--- src/rtl/debounced_key_pio.sv ---
// Avalon-MM key/switch PIO: synchronises and debounces WIDTH raw inputs, captures
// selectable rising/falling edges into a write-1-to-clear register and raises a level irq.
module debounced_key_pio #(
   parameter int   WIDTH           = 2,
   parameter int   SYNC_STAGES     = 2,
   parameter int   DEBOUNCE_CYCLES = 50000,
   parameter logic IDLE_LEVEL      = 1'b1,
   parameter logic RISE_DEFAULT    = 1'b0,
   parameter logic FALL_DEFAULT    = 1'b1
) (
   input  logic             clk,
   input  logic             reset_n,
   input  logic [2:0]       address,
   input  logic             chipselect,
   input  logic             write_n,
   input  logic [31:0]      writedata,
   input  logic [WIDTH-1:0] in_port,
   output logic [31:0]      readdata,
   output logic             irq
);

   typedef enum logic [2:0] {
      REG_DATA      = 3'd0,
      REG_RAW       = 3'd1,
      REG_IRQ_MASK  = 3'd2,
      REG_EDGE_CAP  = 3'd3,
      REG_EDGE_RISE = 3'd4,
      REG_EDGE_FALL = 3'd5
   } reg_addr_e;

   logic [SYNC_STAGES-1:0][WIDTH-1:0] sync_q;
   logic [WIDTH-1:0]                  raw;
   logic [WIDTH-1:0]                  stable_q;
   logic [WIDTH-1:0]                  change;
   logic [WIDTH-1:0]                  rise;
   logic [WIDTH-1:0]                  fall;
   logic [WIDTH-1:0]                  irq_mask_q;
   logic [WIDTH-1:0]                  edge_cap_q;
   logic [WIDTH-1:0]                  edge_rise_q;
   logic [WIDTH-1:0]                  edge_fall_q;
   logic [WIDTH-1:0]                  wdata;
   logic [WIDTH-1:0]                  cap_clear;
   logic                              wr;
   logic [31:0]                       rd_mux;

   assign wr    = chipselect & ~write_n;
   assign wdata = writedata[WIDTH-1:0];

   generate
      if (WIDTH < 32) begin : g_unused_wdata
         logic unused_wdata;
         assign unused_wdata = ^writedata[31:WIDTH];
      end
   endgenerate

   // Synchroniser idles at IDLE_LEVEL so a released reset never looks like a key press.
   // NOTE: sequential state uses non-blocking assignments so every flop samples pre-edge values.
   always_ff @(posedge clk or negedge reset_n) begin
      if (!reset_n) begin
         sync_q <= {SYNC_STAGES{{WIDTH{IDLE_LEVEL}}}};
      end else begin
         sync_q <= {sync_q[SYNC_STAGES-2:0], in_port};
      end
   end

   assign raw = sync_q[SYNC_STAGES-1];

   generate
      if (DEBOUNCE_CYCLES == 0) begin : g_bypass
         always_ff @(posedge clk or negedge reset_n) begin
            if (!reset_n) begin
               stable_q <= {WIDTH{IDLE_LEVEL}};
            end else begin
               stable_q <= raw;
            end
         end

         assign change = raw ^ stable_q;
      end else begin : g_count
         localparam int              CNT_W    = $clog2(DEBOUNCE_CYCLES + 1);
         localparam logic [CNT_W-1:0] CNT_LAST = CNT_W'(DEBOUNCE_CYCLES - 1);

         logic [CNT_W-1:0] cnt_q [WIDTH];

         // NOTE: every always_comb output gets a default first so no latch is inferred.
         always_comb begin
            change = '0;
            for (int i = 0; i < WIDTH; i++) begin
               change[i] = (raw[i] != stable_q[i]) && (cnt_q[i] == CNT_LAST);
            end
         end

         // NOTE: the counter array is small and reset explicitly so a mid-count reset discards it.
         always_ff @(posedge clk or negedge reset_n) begin
            if (!reset_n) begin
               stable_q <= {WIDTH{IDLE_LEVEL}};
               for (int i = 0; i < WIDTH; i++) begin
                  cnt_q[i] <= '0;
               end
            end else begin
               for (int i = 0; i < WIDTH; i++) begin
                  if (raw[i] == stable_q[i]) begin
                     cnt_q[i] <= '0;
                  end else if (change[i]) begin
                     stable_q[i] <= raw[i];
                     cnt_q[i]    <= '0;
                  end else begin
                     cnt_q[i] <= cnt_q[i] + CNT_W'(1);
                  end
               end
            end
         end
      end
   endgenerate

   // On a change cycle the new debounced level is the synchroniser output itself.
   assign rise = change &  raw & edge_rise_q;
   assign fall = change & ~raw & edge_fall_q;

   assign cap_clear = (wr && address == REG_EDGE_CAP) ? wdata : '0;

   always_ff @(posedge clk or negedge reset_n) begin
      if (!reset_n) begin
         irq_mask_q  <= '0;
         edge_cap_q  <= '0;
         edge_rise_q <= {WIDTH{RISE_DEFAULT}};
         edge_fall_q <= {WIDTH{FALL_DEFAULT}};
      end else begin
         // Set after clear: an edge arriving with its own W1C is kept.
         edge_cap_q <= (edge_cap_q & ~cap_clear) | rise | fall;
         if (wr) begin
            case (reg_addr_e'(address))
               REG_IRQ_MASK:  irq_mask_q  <= wdata;
               REG_EDGE_RISE: edge_rise_q <= wdata;
               REG_EDGE_FALL: edge_fall_q <= wdata;
               default:       ;
            endcase
         end
      end
   end

   always_comb begin
      rd_mux = '0;
      case (reg_addr_e'(address))
         REG_DATA:      rd_mux = 32'(stable_q);
         REG_RAW:       rd_mux = 32'(raw);
         REG_IRQ_MASK:  rd_mux = 32'(irq_mask_q);
         REG_EDGE_CAP:  rd_mux = 32'(edge_cap_q);
         REG_EDGE_RISE: rd_mux = 32'(edge_rise_q);
         REG_EDGE_FALL: rd_mux = 32'(edge_fall_q);
         default:       rd_mux = '0;
      endcase
   end

   always_ff @(posedge clk or negedge reset_n) begin
      if (!reset_n) begin
         readdata <= '0;
      end else begin
         readdata <= rd_mux;
      end
   end

   assign irq = |(edge_cap_q & irq_mask_q);

endmodule

--- config.mk ---
export PLATFORM = sky130hd
export DESIGN_NAME = debounced_key_pio
export DESIGN_NICKNAME = d
export VERILOG_FILES = /design/src/rtl/debounced_key_pio.sv
export SDC_FILE = /design/constraint.sdc
export NUM_CORES = 1
export LEC_CHECK = 0
export BUFFER_PORTS_ARGS = -buffer_cell sky130_fd_sc_hd__buf_4
export CAP_MARGIN = 20
export CORE_AREA = 10 10 68 126
export CTS_CLUSTER_DIAMETER = 60
export DETAILED_ROUTE_END_ITERATION = 7
export DIE_AREA = 0 0 78 136
export HOLD_SLACK_MARGIN = 0.08
export PLACE_DENSITY = 0.65
export REMOVE_ABC_BUFFERS = 1
export SLEW_MARGIN = 25
export SYNTH_ARGS = -nofsm -noshare
export SYNTH_HDL_FRONTEND = slang
export SYNTH_SLANG_ARGS = --single-unit
--- constraint.sdc ---
create_clock -name clk -period 1.7 [get_ports clk]
set_input_delay 0 -clock clk [delete_from_list [all_inputs] [get_ports clk]]
set_output_delay 0 -clock clk [all_outputs]
set_load 0.02 [all_outputs]
==> impl_metrics.yaml <==
setup_path:
  crit_path_max_fanout: 5
  critPathMaxStageDelay_ps: 460
  path_buf_inv: 0
  critical_path_class: "register to register"
  required_ps: 1880
  cp-start-kind: "register"
  arrival_ps: 1800
  critPathCaptureType: "register"
  crit_path_cell_trace: "ha_1, nand4_1, nor4_2, xnor2_1, nor2_1"
  cpMaxStageDelayCell: "nor4_2"
  critPathTopFamily: "simple AND/OR/NAND/NOR gates"
routing:
  routed_wl_um: 5030
  drt.antenna.violating_nets: 0
  first_pass_iters: 4
  drt_iter0_drc: 46
  dr_total_vias: 1740
  drc: 0
  wire_per_inst_um: 13.6
  avgViaCountPerCell: 4.70
floorplanning:
  die_area_um2: 10600
  io_pins: 74
  die_y_um: 136
  floorplan.initialDensity: 0.387
  die_w_um: 78
  rows: 42
  core_area_um2: 6570
grt:
  first_global_vias: 1737
  gr-usage-all-layers: 0.0964
  grt_first_pass_wirelength_um: 8280
  grt-ovfl-total: 0
  grt_max_degree: 49
  antenna_found_initial: 0
power:
  p_int_w: 0.00188
  vdd_drop_max_mv: 0.429
  p_total_w: 0.00252
  p_comb_frac: 0.114
  power.density_nw_per_um2: 848
  switching_share: 0.254
  p_clk_frac: 0.384
  p_leak_nw: 1.28
  pwr-share-seq: 0.501
  p_sw_w: 0.000640
place:
  gp_congestion: 0.759
  postPlaceCellArea_um2: 2740
  dp_hpwl_um: 3770
  numPortBuffers: 13
finish:
  final_nets: 324
  insertedDiodeCount: 0
  area_growth_pct: 17.0
  final_area_um2: 2970
  drive_above_1_share: 0.230
timing:
  slew_violations: 0
  clock_skew_ps: 4.38
  max_freq_ghz: 0.617
  holdWs_ps: 92.1
  setup_violations: 0
  period_minus_slack_ps: 1620
  timing.slew.headroom: 0.600
  post-route-period-util: 0.954
  worstMarginPinSlew_ps: 599
  hold_viol: 0
cts:
  cts.root.buffer_cell: "clkbuf_16"
  clock_latency_ps: 290
  path_clk_slew_ps: 70
  cts_buffers: 5
  cts_sinks: 48
  tritoncts: "done"
  clockBufferDepth: 2
  htree_num_levels: 2
run:
  maxCapViolCount: 0
logic_synthesis:
  synth_cells: 244
  ys_types: 44
  synth-main-ff-cell: "dfrtp_1"
  synth-seq-area-share: 0.476
  avgSynthCellArea_um2: 10.4
  ys_seq_elements: 48
  ys_warn_count: 0
  async_flop_share: 1.00
  syn_area_um2: 2540
  synth_edf_count: 0
status:
  status: "complete, no violations"
hold_path:
  hold_path_class: "input pin to register"
==> final cells by class <==
| cell class | count | area (µm²) |
|---|---|---|
| tap | 88 | 110 |
| fill | 643 | 3590 |
| clock inverter | 2 | 16.3 |
| multi-input combinational | 182 | 1180 |
| clock buffer | 6 | 129 |
| sequential | 48 | 1210 |
| timing repair buffer | 35 | 294 |
| inverter | 9 | 33.8 |
==> cell usage in the layout (no fill, tap or decap), types with 6 or more instances in the layout <==
| master | instances |
|---|---|
| nand2_1 | 9 |
| dlygate4sd3_1 | 6 |
| dfstp_2 | 8 |
| conb_1 | 30 |
| inv_1 | 9 |
| mux2_2 | 8 |
| nor2_1 | 32 |
| buf_4 | 27 |
| xor2_1 | 7 |
| xnor2_1 | 18 |
| nand4_1 | 9 |
| nand3_1 | 10 |
| dfrtp_1 | 40 |
==> tightest hold or removal path, cell delays in order <==
cell	delay (ps)
buf_4	150
nand3_1	70
nand2_1	50
o21ai_0	70
==> metrics by stage <==
| step | instances | utilization | setup slack [ps] | TNS [ps] |
|---|---|---|---|---|
| 6_report | 370 | 0.453 | 78.1 | 0 |
| 5_1_grt | 370 | 0.453 | -3.55 | -3.55 |
| 4_1_cts | 370 | 0.449 | 32.1 | 0 |
| 3_5_place_dp | 356 | 0.418 | 54.5 | 0 |
| 3_3_place_gp | 356 | 0.418 | 5.22 | 0 |
| 2_1_floorplan | 239 | - | -28.1 | -394 |
==> metal layers <==
metal,GRT usage,vias to the layer above,share of wire
li1,-,857,-
met1,0.0954,836,0.36
met2,0.173,39,0.56
met3,0.0351,8,0.060
met4,0.0461,0,0.018
met5,0,-,0
==> timing repair <==
item / 4_1_cts / 5_1_grt
endpoints found under the setup margin: 0 / 2
endpoints found under the hold margin: 51 / 0
gates resized for setup: 0 / 5
buffers inserted: 0 / 0
hold buffers: 6 / 0
==> path summary, 6_finish.rpt <==
| kind | endpoint | cells past startpoint | slack (ps) | startpoint |
|---|---|---|---|---|
| max | g_count.cnt_q[30]$_DFF_PN0_ | 5 | 80 | g_count.cnt_q[16]$_DFF_PN0_ |
| min | edge_cap_q[0]$_DFF_PN0_ | 4 | 90 | address[0] |
| max reg2reg | g_count.cnt_q[30]$_DFF_PN0_ | 5 | 80 | g_count.cnt_q[16]$_DFF_PN0_ |
| min reg2reg | raw[0]$_DFF_PN1_ | 0 | 360 | sync_q[0]$_DFF_PN1_ |
| max in group asynchronous | g_count.cnt_q[21]$_DFF_PN0_ | 2 | 1030 | reset_n |
| min in group asynchronous | g_count.cnt_q[4]$_DFF_PN0_ | 2 | 270 | reset_n |
==> sequential cells by signal (all words and copies together) (netlist names) <==
name and cells:
g_count.cnt_q 32, edge_cap_q 2, edge_fall_q 2, edge_rise_q 2
irq_mask_q 2, raw 2, readdata 2, stable_q 2
sync_q 2
==> logic make-up (layout without fill, tap and decap cells) <==
logic type / Yosys count / in the layout / synth area share
XOR/XNOR: 25 / 25 / 0.0861
flip-flops: 48 / 48 / 0.476
multiplexers: 12 / 12 / 0.0610
AO/OA/AOI/OAI: 16 / 16 / 0.0472
buffers and inverters: 43 / 52 / 0.111
adder cells (fa/ha/maj): 2 / 2 / 0.00984
other: 1 / 30 / 0.00147
AND/OR/NAND/NOR: 97 / 97 / 0.207
==> synthesized netlist by cell type, drive strengths merged, types with 3 or more instances <==
library cell,n,area [µm²]
or3,3,20.0
mux2,8,90.1
nor2b,3,18.8
and3,3,20.0
nor4,7,43.8
o21ai,4,20.0
nor2,32,120
nand4,9,56.3
nand3,12,65.1
nor3,5,25.0
dfstp,8,210
xnor2,18,158
inv,9,33.8
nand2,9,33.8
a21oi,4,20.0
buf,32,241
xor2,7,61.3
dfrtp,40,1000
==> power groups by stage <==
stage	sequential [W]	combinational (W)	clock, W
after floorplan	0.00128	0.000169	0
after global placement	0.00128	0.000271	0
after detailed placement	0.00129	0.000275	0
after CTS	0.00127	0.000288	0.00101
after global routing	0.00127	0.000320	0.00105
final	0.00127	0.000288	0.000970
No activity file was read; power rests on OpenSTA's default activity.
